[config.mk]
export PLATFORM = sky130hd
export DESIGN_NAME = switch_debouncer_2ch_flat
export DESIGN_NICKNAME = d
export VERILOG_FILES = /design/src/rtl/debounce_pkg.sv /design/src/rtl/switch_debouncer_2ch_if.sv /design/src/rtl/debounce_channel.sv /design/src/rtl/switch_debouncer_2ch.sv /design/src/flat_wrapper.sv
export SDC_FILE = /design/constraint.sdc
export NUM_CORES = 1
export LEC_CHECK = 0
export ABC_AREA = 1
export CAP_MARGIN = 10
export CORE_MARGIN = 5
export CORE_UTILIZATION = 53
export CTS_CLUSTER_SIZE = 8
export DETAILED_ROUTE_END_ITERATION = 12
export GPL_TIMING_DRIVEN = 1
export PLACE_DENSITY = 0.74
export SYNTH_ARGS = -nofsm -noshare
export SYNTH_HDL_FRONTEND = slang
export SYNTH_SLANG_ARGS = --single-unit
[constraint.sdc]
create_clock -name clk -period 1.3 [get_ports clk]
set_input_delay 0.26 -clock clk [delete_from_list [all_inputs] [get_ports clk]]
set_output_delay 0.26 -clock clk [all_outputs]
set_load 0.02 [all_outputs]
[src/rtl/debounce_pkg.sv]
// Shared types and defaults for the switch debouncer blocks.
// The state encoding is fixed so bench checkers can decode the debug state.
package debounce_pkg;

  typedef enum logic [1:0] {
    LOW       = 2'd0,
    WAIT_HIGH = 2'd1,
    HIGH      = 2'd2,
    WAIT_LOW  = 2'd3
  } db_state_t;

  localparam int DB_STABLE_CNT_DEF = 50000;
  localparam int DB_CNT_W_DEF      = 16;

endpackage

[src/rtl/switch_debouncer_2ch_if.sv]
// Switch-side bundle for the two-channel debouncer: raw inputs, clean levels,
// edge pulses and per-channel debug state. No handshake: all signals are levels or one-cycle pulses.
interface switch_debouncer_2ch_if;
  import debounce_pkg::*;

  logic      sw_a_raw;
  logic      sw_b_raw;
  logic      a;
  logic      b;
  logic      a_rise;
  logic      a_fall;
  logic      b_rise;
  logic      b_fall;
  db_state_t a_state;
  db_state_t b_state;

  modport master (
    output sw_a_raw, sw_b_raw,
    input  a, b, a_rise, a_fall, b_rise, b_fall, a_state, b_state
  );

  modport slave (
    input  sw_a_raw, sw_b_raw,
    output a, b, a_rise, a_fall, b_rise, b_fall, a_state, b_state
  );

endinterface

[src/rtl/debounce_channel.sv]
// One debounce channel: 2-flop synchronizer, stability FSM with counter,
// registered level and registered one-cycle rise/fall pulses.
module debounce_channel
  import debounce_pkg::*;
#(
  parameter int STABLE_CNT = DB_STABLE_CNT_DEF,
  parameter int CNT_W      = DB_CNT_W_DEF
) (
  input  logic      clk,
  input  logic      rst_n,
  input  logic      raw,
  output logic      level,
  output logic      rise,
  output logic      fall,
  output db_state_t state
);

  localparam logic [CNT_W-1:0] CNT_LAST = CNT_W'(STABLE_CNT - 1);

  logic             sync1;
  logic             s;
  logic [CNT_W-1:0] cnt;
  db_state_t        state_nxt;
  logic [CNT_W-1:0] cnt_nxt;
  logic             level_nxt;
  logic             rise_nxt;
  logic             fall_nxt;

  always_ff @(posedge clk) begin
    if (!rst_n) begin
      sync1 <= 1'b0;
      s     <= 1'b0;
      state <= LOW;
      cnt   <= '0;
      level <= 1'b0;
      rise  <= 1'b0;
      fall  <= 1'b0;
    end else begin
      sync1 <= raw;
      s     <= sync1;
      state <= state_nxt;
      cnt   <= cnt_nxt;
      level <= level_nxt;
      rise  <= rise_nxt;
      fall  <= fall_nxt;
    end
  end

  always_comb begin
    state_nxt = state;
    cnt_nxt   = cnt;
    rise_nxt  = 1'b0;
    fall_nxt  = 1'b0;
    unique case (state)
      LOW: begin
        if (s) begin
          state_nxt = WAIT_HIGH;
          cnt_nxt   = '0;
        end
      end
      WAIT_HIGH: begin
        if (!s) begin
          state_nxt = LOW;
          cnt_nxt   = '0;
        end else if (cnt == CNT_LAST) begin
          state_nxt = HIGH;
          rise_nxt  = 1'b1;
        end else begin
          cnt_nxt = cnt + CNT_W'(1);
        end
      end
      HIGH: begin
        if (!s) begin
          state_nxt = WAIT_LOW;
          cnt_nxt   = '0;
        end
      end
      WAIT_LOW: begin
        if (s) begin
          state_nxt = HIGH;
          cnt_nxt   = '0;
        end else if (cnt == CNT_LAST) begin
          state_nxt = LOW;
          fall_nxt  = 1'b1;
        end else begin
          cnt_nxt = cnt + CNT_W'(1);
        end
      end
      default: begin
        state_nxt = LOW;
        cnt_nxt   = '0;
      end
    endcase
    // Level is registered from the next state so it tracks HIGH/WAIT_LOW exactly.
    level_nxt = (state_nxt == HIGH) || (state_nxt == WAIT_LOW);
  end

endmodule

[src/rtl/switch_debouncer_2ch.sv]
// Two independent debounce channels feeding clean a/b levels to a gate under test.
// Wiring only.
module switch_debouncer_2ch
  import debounce_pkg::*;
#(
  parameter int STABLE_CNT = DB_STABLE_CNT_DEF,
  parameter int CNT_W      = DB_CNT_W_DEF
) (
  input logic                  clk,
  input logic                  rst_n,
  switch_debouncer_2ch_if.slave sw
);

  debounce_channel #(
    .STABLE_CNT (STABLE_CNT),
    .CNT_W      (CNT_W)
  ) u_ch_a (
    .clk   (clk),
    .rst_n (rst_n),
    .raw   (sw.sw_a_raw),
    .level (sw.a),
    .rise  (sw.a_rise),
    .fall  (sw.a_fall),
    .state (sw.a_state)
  );

  debounce_channel #(
    .STABLE_CNT (STABLE_CNT),
    .CNT_W      (CNT_W)
  ) u_ch_b (
    .clk   (clk),
    .rst_n (rst_n),
    .raw   (sw.sw_b_raw),
    .level (sw.b),
    .rise  (sw.b_rise),
    .fall  (sw.b_fall),
    .state (sw.b_state)
  );

endmodule

[src/flat_wrapper.sv]
// flat-port wrapper written by rule: the top's interface ports become plain ports
module switch_debouncer_2ch_flat import debounce_pkg::*;
#(
  parameter int STABLE_CNT = DB_STABLE_CNT_DEF,
  parameter int CNT_W      = DB_CNT_W_DEF
)
  (clk, rst_n, sw_sw_a_raw, sw_sw_b_raw, sw_a, sw_b, sw_a_rise, sw_a_fall, sw_b_rise, sw_b_fall, sw_a_state, sw_b_state);
  switch_debouncer_2ch_if sw_i ();
  input logic clk;
  input logic rst_n;
  input wire logic [$bits(sw_i.sw_a_raw)-1:0] sw_sw_a_raw;
  input wire logic [$bits(sw_i.sw_b_raw)-1:0] sw_sw_b_raw;
  output wire logic [$bits(sw_i.a)-1:0] sw_a;
  output wire logic [$bits(sw_i.b)-1:0] sw_b;
  output wire logic [$bits(sw_i.a_rise)-1:0] sw_a_rise;
  output wire logic [$bits(sw_i.a_fall)-1:0] sw_a_fall;
  output wire logic [$bits(sw_i.b_rise)-1:0] sw_b_rise;
  output wire logic [$bits(sw_i.b_fall)-1:0] sw_b_fall;
  output wire logic [$bits(sw_i.a_state)-1:0] sw_a_state;
  output wire logic [$bits(sw_i.b_state)-1:0] sw_b_state;
  assign sw_i.sw_a_raw = sw_sw_a_raw;
  assign sw_i.sw_b_raw = sw_sw_b_raw;
  assign sw_a = sw_i.a;
  assign sw_b = sw_i.b;
  assign sw_a_rise = sw_i.a_rise;
  assign sw_a_fall = sw_i.a_fall;
  assign sw_b_rise = sw_i.b_rise;
  assign sw_b_fall = sw_i.b_fall;
  assign sw_a_state = sw_i.a_state;
  assign sw_b_state = sw_i.b_state;
  switch_debouncer_2ch #(.STABLE_CNT(STABLE_CNT), .CNT_W(CNT_W)) u_core (.clk(clk), .rst_n(rst_n), .sw(sw_i));
endmodule
==> run summary <==
RSZ-0062 raised after global routing: true
I/O pin cnt: 14
Vias/cell: 5.43
library cell occupying the most area in the post-synthesis netlist: sky130_fd_sc_hd__dfxtp_1
layout net count: 455
detailed-router iteration count before antenna repair: 5
Leak Pwr: 1.37 nW
Initial Util: 55.3%
clock insertion delay at the later pin of the skew report: 0.30 ns
Logic pwr share: 6.8%
register cell area after layout: 963 sq um
Mapped Avg Cell Area: 6.29 sq um
first-pass GRT wire length: 10400 um
ratio of cells with drive above 1 in the final layout: 31.8%
number of H-tree levels: 2
Sequential Power Share: 57.2%
full die area: 6060 sq um
Worst EP arrival: 1.55 ns
number of remaining DRC errors: 0
portion of synthesized cell area occupied by the leading cell type: 37.7%
Floorplan Core Area: 4410 sq um
top achievable clock speed: 741 MHz
via total after detailed routing: 2726
net count after synthesis: 394
Worst Setup Slack, final: -0.0495 ns
hold_ws: 0.409 ns
GRT Overall Usage: 20.6%
post-synth design cell area: 2440 sq um
Clock Skews: 0.00661 ns
Worst Min Path Start: u_core.u_ch_b.sync1$_SDFF_PN0_
clock buffer depth: 2
Clk pwr share: 36.0%
CP endpoint kind: flop
worst vdd ir: 0.000475 V
violated checks: setup timing
EDFF count, synth: 0
register-to-register setup slack: -0.05 ns
data required time of the critical path: 1.50 ns
Routed Antenna Nets: 0
library cell with the highest instance count after synthesis: sky130_fd_sc_hd__nand2_1
count of distinct cell types in the synthesized netlist: 27
synthesis-to-finish area growth: 39.2%
standard cell area after detailed placement: 2940 sq um
Routed WL: 6840 um
TritonCTS clock tree: done
highest fanout seen on the critical path: 8
remaining global-route overflow: 0
Synth Register Bits: 46
class of the most critical hold timing path: flop to flop
max capacitance violation total: 0
Hold Fails Final Rpt: 0
Wirelength per Cell: 13.6 um
share of flip-flops with an asynchronous set or reset after synthesis: 0%
part of the cycle the worst path needs: 104%
DPL Wire Length: 4360 um
start-to-end type of the worst setup path: flop to flop
Final Wtd Congestion: 0.931
1st-iter DRT viols: 245
cell depth of the worst flop-to-flop path: 10
number of antenna violations at the first check in global routing: 0
Commonest cells post-synth: 103 x sky130_fd_sc_hd__nand2_1, 66 x sky130_fd_sc_hd__nor2_1, 52 x sky130_fd_sc_hd__inv_1
transition time of the tightest slew-check pin: 0.328 ns
library cell used as clock root buffer: sky130_fd_sc_hd__clkbuf_8
number of endpoints failing setup at the final stage: 8
total internal power: 0.00185 W
diode count: 0
headroom to the max-slew limit: 78.0%
number of rows in the core area: 24
Filler cells: 310
power dissipated by switching net loads: 0.000614 W
Die Ht: 77.9 um
cell area after layout: 3400 sq um
area used by multi-input combinational logic: 1600 sq um
endpoint of the lowest-slack register-to-register path: u_core.u_ch_b.cnt[4]$_SDFFE_PN0P_
clock edge transition at the registers on the reported setup and hold paths: 0.09 ns
Cells on Worst Hold Path: 2
synthesized instance count: 388
sink of the worst hold path: u_core.u_ch_b.s$_SDFF_PN0_
fraction of power spent switching nets: 24.9%
worst flop-to-flop path startpoint: u_core.u_ch_b.cnt[1]$_SDFFE_PN0P_
sequential element share of the synthesized area: 37.7%
Yosys Warn Count: 0
areal power density over the cells: 726 nW/um^2
Die X-Extent: 77.9 um
total CTS buffers: 5
final number of max-transition violations: 0
CTS sink count: 46
maximum number of pins on one net before global-route repair: 16
CP startpoint kind: flop
vias in the first global route: 2473
quantity of I/O buffers inserted on ports: 13
top cells by area in the synthesized netlist: sky130_fd_sc_hd__dfxtp_1 38%, sky130_fd_sc_hd__nand2_1 16%, sky130_fd_sc_hd__nor2_1 10%
commonest register cell after synthesis: sky130_fd_sc_hd__dfxtp_1
outcome: complete, but fails checks
shortest clock period the worst path allows after layout: 1.35 ns
-- per-stage QoR --
step / power, W / worst slack (ns) / cells / util, % / TNS (ns)
2_1_floorplan: 0.00154 / 0.0173 / 388 / - / 0
3_3_place_gp: 0.00160 / -0.0630 / 486 / 66.6 / -0.427
3_5_place_dp: 0.00160 / -0.0840 / 486 / 66.6 / -1.00
4_1_cts: 0.00248 / -0.00352 / 496 / 70.6 / -0.00352
5_1_grt: 0.00256 / -0.112 / 502 / 77.0 / -1.20
6_report: 0.00247 / -0.0495 / 502 / 77.0 / -0.127
-- power groups by stage --
stage	sequential, W	clock (W)	combinational, W
2_1_floorplan	0.00146	0	0.0000779
3_3_place_gp	0.00146	0	0.000144
3_5_place_dp	0.00146	0	0.000145
4_1_cts	0.00142	0.000909	0.000148
5_1_grt	0.00141	0.000968	0.000183
6_report	0.00141	0.000888	0.000169
-- logic make-up (layout without fill, tap and decap cells) --
group / Yosys count / after routing / share of synthesized area [%]
AOI/OAI and AO/OA: 39 / 39 / 8.97
xor gates and xnor gates: 2 / 2 / 0.718
adders and majority gates: 2 / 2 / 1.02
buffers and inverters: 58 / 120 / 9.17
DFF: 46 / 46 / 37.7
and+or+nand+nor: 241 / 241 / 42.4
-- how the worst max path moves through the flow --
| stage | from | end | slack, ns |
|---|---|---|---|
| after floorplan | u_core.u_ch_a.cnt[1]$_SDFFE_PN0P_ | u_core.u_ch_a.state[1]$_SDFF_PN0_ | 0.02 |
| after detailed placement | rst_n | u_core.u_ch_b.level$_SDFF_PN0_ | -0.08 |
| after global placement | rst_n | u_core.u_ch_b.state[1]$_SDFF_PN0_ | -0.06 |
| after global routing | u_core.u_ch_b.cnt[2]$_SDFFE_PN0P_ | u_core.u_ch_b.cnt[13]$_SDFFE_PN0P_ | -0.11 |
| final | u_core.u_ch_b.cnt[1]$_SDFFE_PN0P_ | u_core.u_ch_b.cnt[4]$_SDFFE_PN0P_ | -0.05 |
| after CTS | u_core.u_ch_b.cnt[0]$_SDFFE_PN0P_ | u_core.u_ch_b.cnt[2]$_SDFFE_PN0P_ | -0.004 |
-- flip-flops by register name (all words and copies together), names as in the netlist, 2 cells and up --
name,flops
u_core.u_ch_a.state,2
u_core.u_ch_b.state,2
u_core.u_ch_a.cnt,16
u_core.u_ch_b.cnt,16
-- cell type report --
| class | instances | area share, % |
|---|---|---|
| Clock inverter | 3 | 0.626 |
| Timing Repair Buffer | 59 | 14.1 |
| Multi-Input combinational cell | 284 | 47.1 |
| Clock buffer | 5 | 2.03 |
| Tap cell | 52 | 1.92 |
| Sequential cell | 46 | 28.4 |
| Inverter | 53 | 5.86 |
-- what timing repair did --
| action | in CTS | in global routing |
|---|---|---|
| hold buffers | 0 | 0 |
| cloned | 0 | 1 |
| setup buffers | 2 | 5 |
| resized for setup | 31 | 87 |
| setup endpoints to repair | 31 | 41 |
| pin swaps | 5 | 20 |
-- layer usage --
layer,vias to the layer above,GRT usage [%],wire length (um)
li1,1363,-,-
met1,1232,23.6,2720
met4,0,9.62,172
met2,117,36.1,3550
met5,-,0,0
met3,14,4.28,385
-- layout by cell type (no fill, tap or decap), types with 2 or more instances in the layout --
cell / netlist / layout
sky130_fd_sc_hd__nand2_1: 103 / 92
sky130_fd_sc_hd__inv_1: 52 / 47
sky130_fd_sc_hd__nor2_1: 66 / 47
sky130_fd_sc_hd__buf_4: 1 / 41
sky130_fd_sc_hd__nand3_1: 42 / 32
sky130_fd_sc_hd__dfxtp_1: 46 / 28
sky130_fd_sc_hd__a21oi_1: 23 / 20
sky130_fd_sc_hd__nor2_2: 2 / 15
sky130_fd_sc_hd__dfxtp_2: 0 / 10
sky130_fd_sc_hd__nand4_1: 9 / 9
sky130_fd_sc_hd__nand3_2: 1 / 8
sky130_fd_sc_hd__nand2_4: 0 / 8
sky130_fd_sc_hd__nor3_1: 11 / 8
sky130_fd_sc_hd__dfxtp_4: 0 / 8
sky130_fd_sc_hd__nor2_4: 1 / 7
sky130_fd_sc_hd__o21ai_1: 1 / 7
sky130_fd_sc_hd__dlygate4sd2_1: 0 / 7
sky130_fd_sc_hd__inv_2: 1 / 6
sky130_fd_sc_hd__nand2_2: 3 / 6
sky130_fd_sc_hd__o21ai_0: 12 / 5
sky130_fd_sc_hd__clkbuf_8: 0 / 5
sky130_fd_sc_hd__nand3_4: 0 / 3
sky130_fd_sc_hd__nor3_2: 0 / 3
sky130_fd_sc_hd__a21oi_2: 0 / 3
sky130_fd_sc_hd__clkdlybuf4s50_1: 0 / 3
sky130_fd_sc_hd__buf_6: 0 / 3
sky130_fd_sc_hd__ha_4: 0 / 2
sky130_fd_sc_hd__clkbuf_2: 0 / 2
-- worst max-delay path, stage by stage (launching register included) --
cell and delay (ns):
sky130_fd_sc_hd__dfxtp_2 0.37, sky130_fd_sc_hd__ha_4 0.15, sky130_fd_sc_hd__nand2_4 0.07, sky130_fd_sc_hd__nor2_4 0.14, sky130_fd_sc_hd__inv_2 0.06, sky130_fd_sc_hd__nor2_4 0.12
sky130_fd_sc_hd__nand2_4 0.10, sky130_fd_sc_hd__nand3_1 0.10, sky130_fd_sc_hd__nand2_1 0.06, sky130_fd_sc_hd__inv_1 0.05, sky130_fd_sc_hd__nor2_1 0.04
No activity file was read; power rests on OpenSTA's default activity.
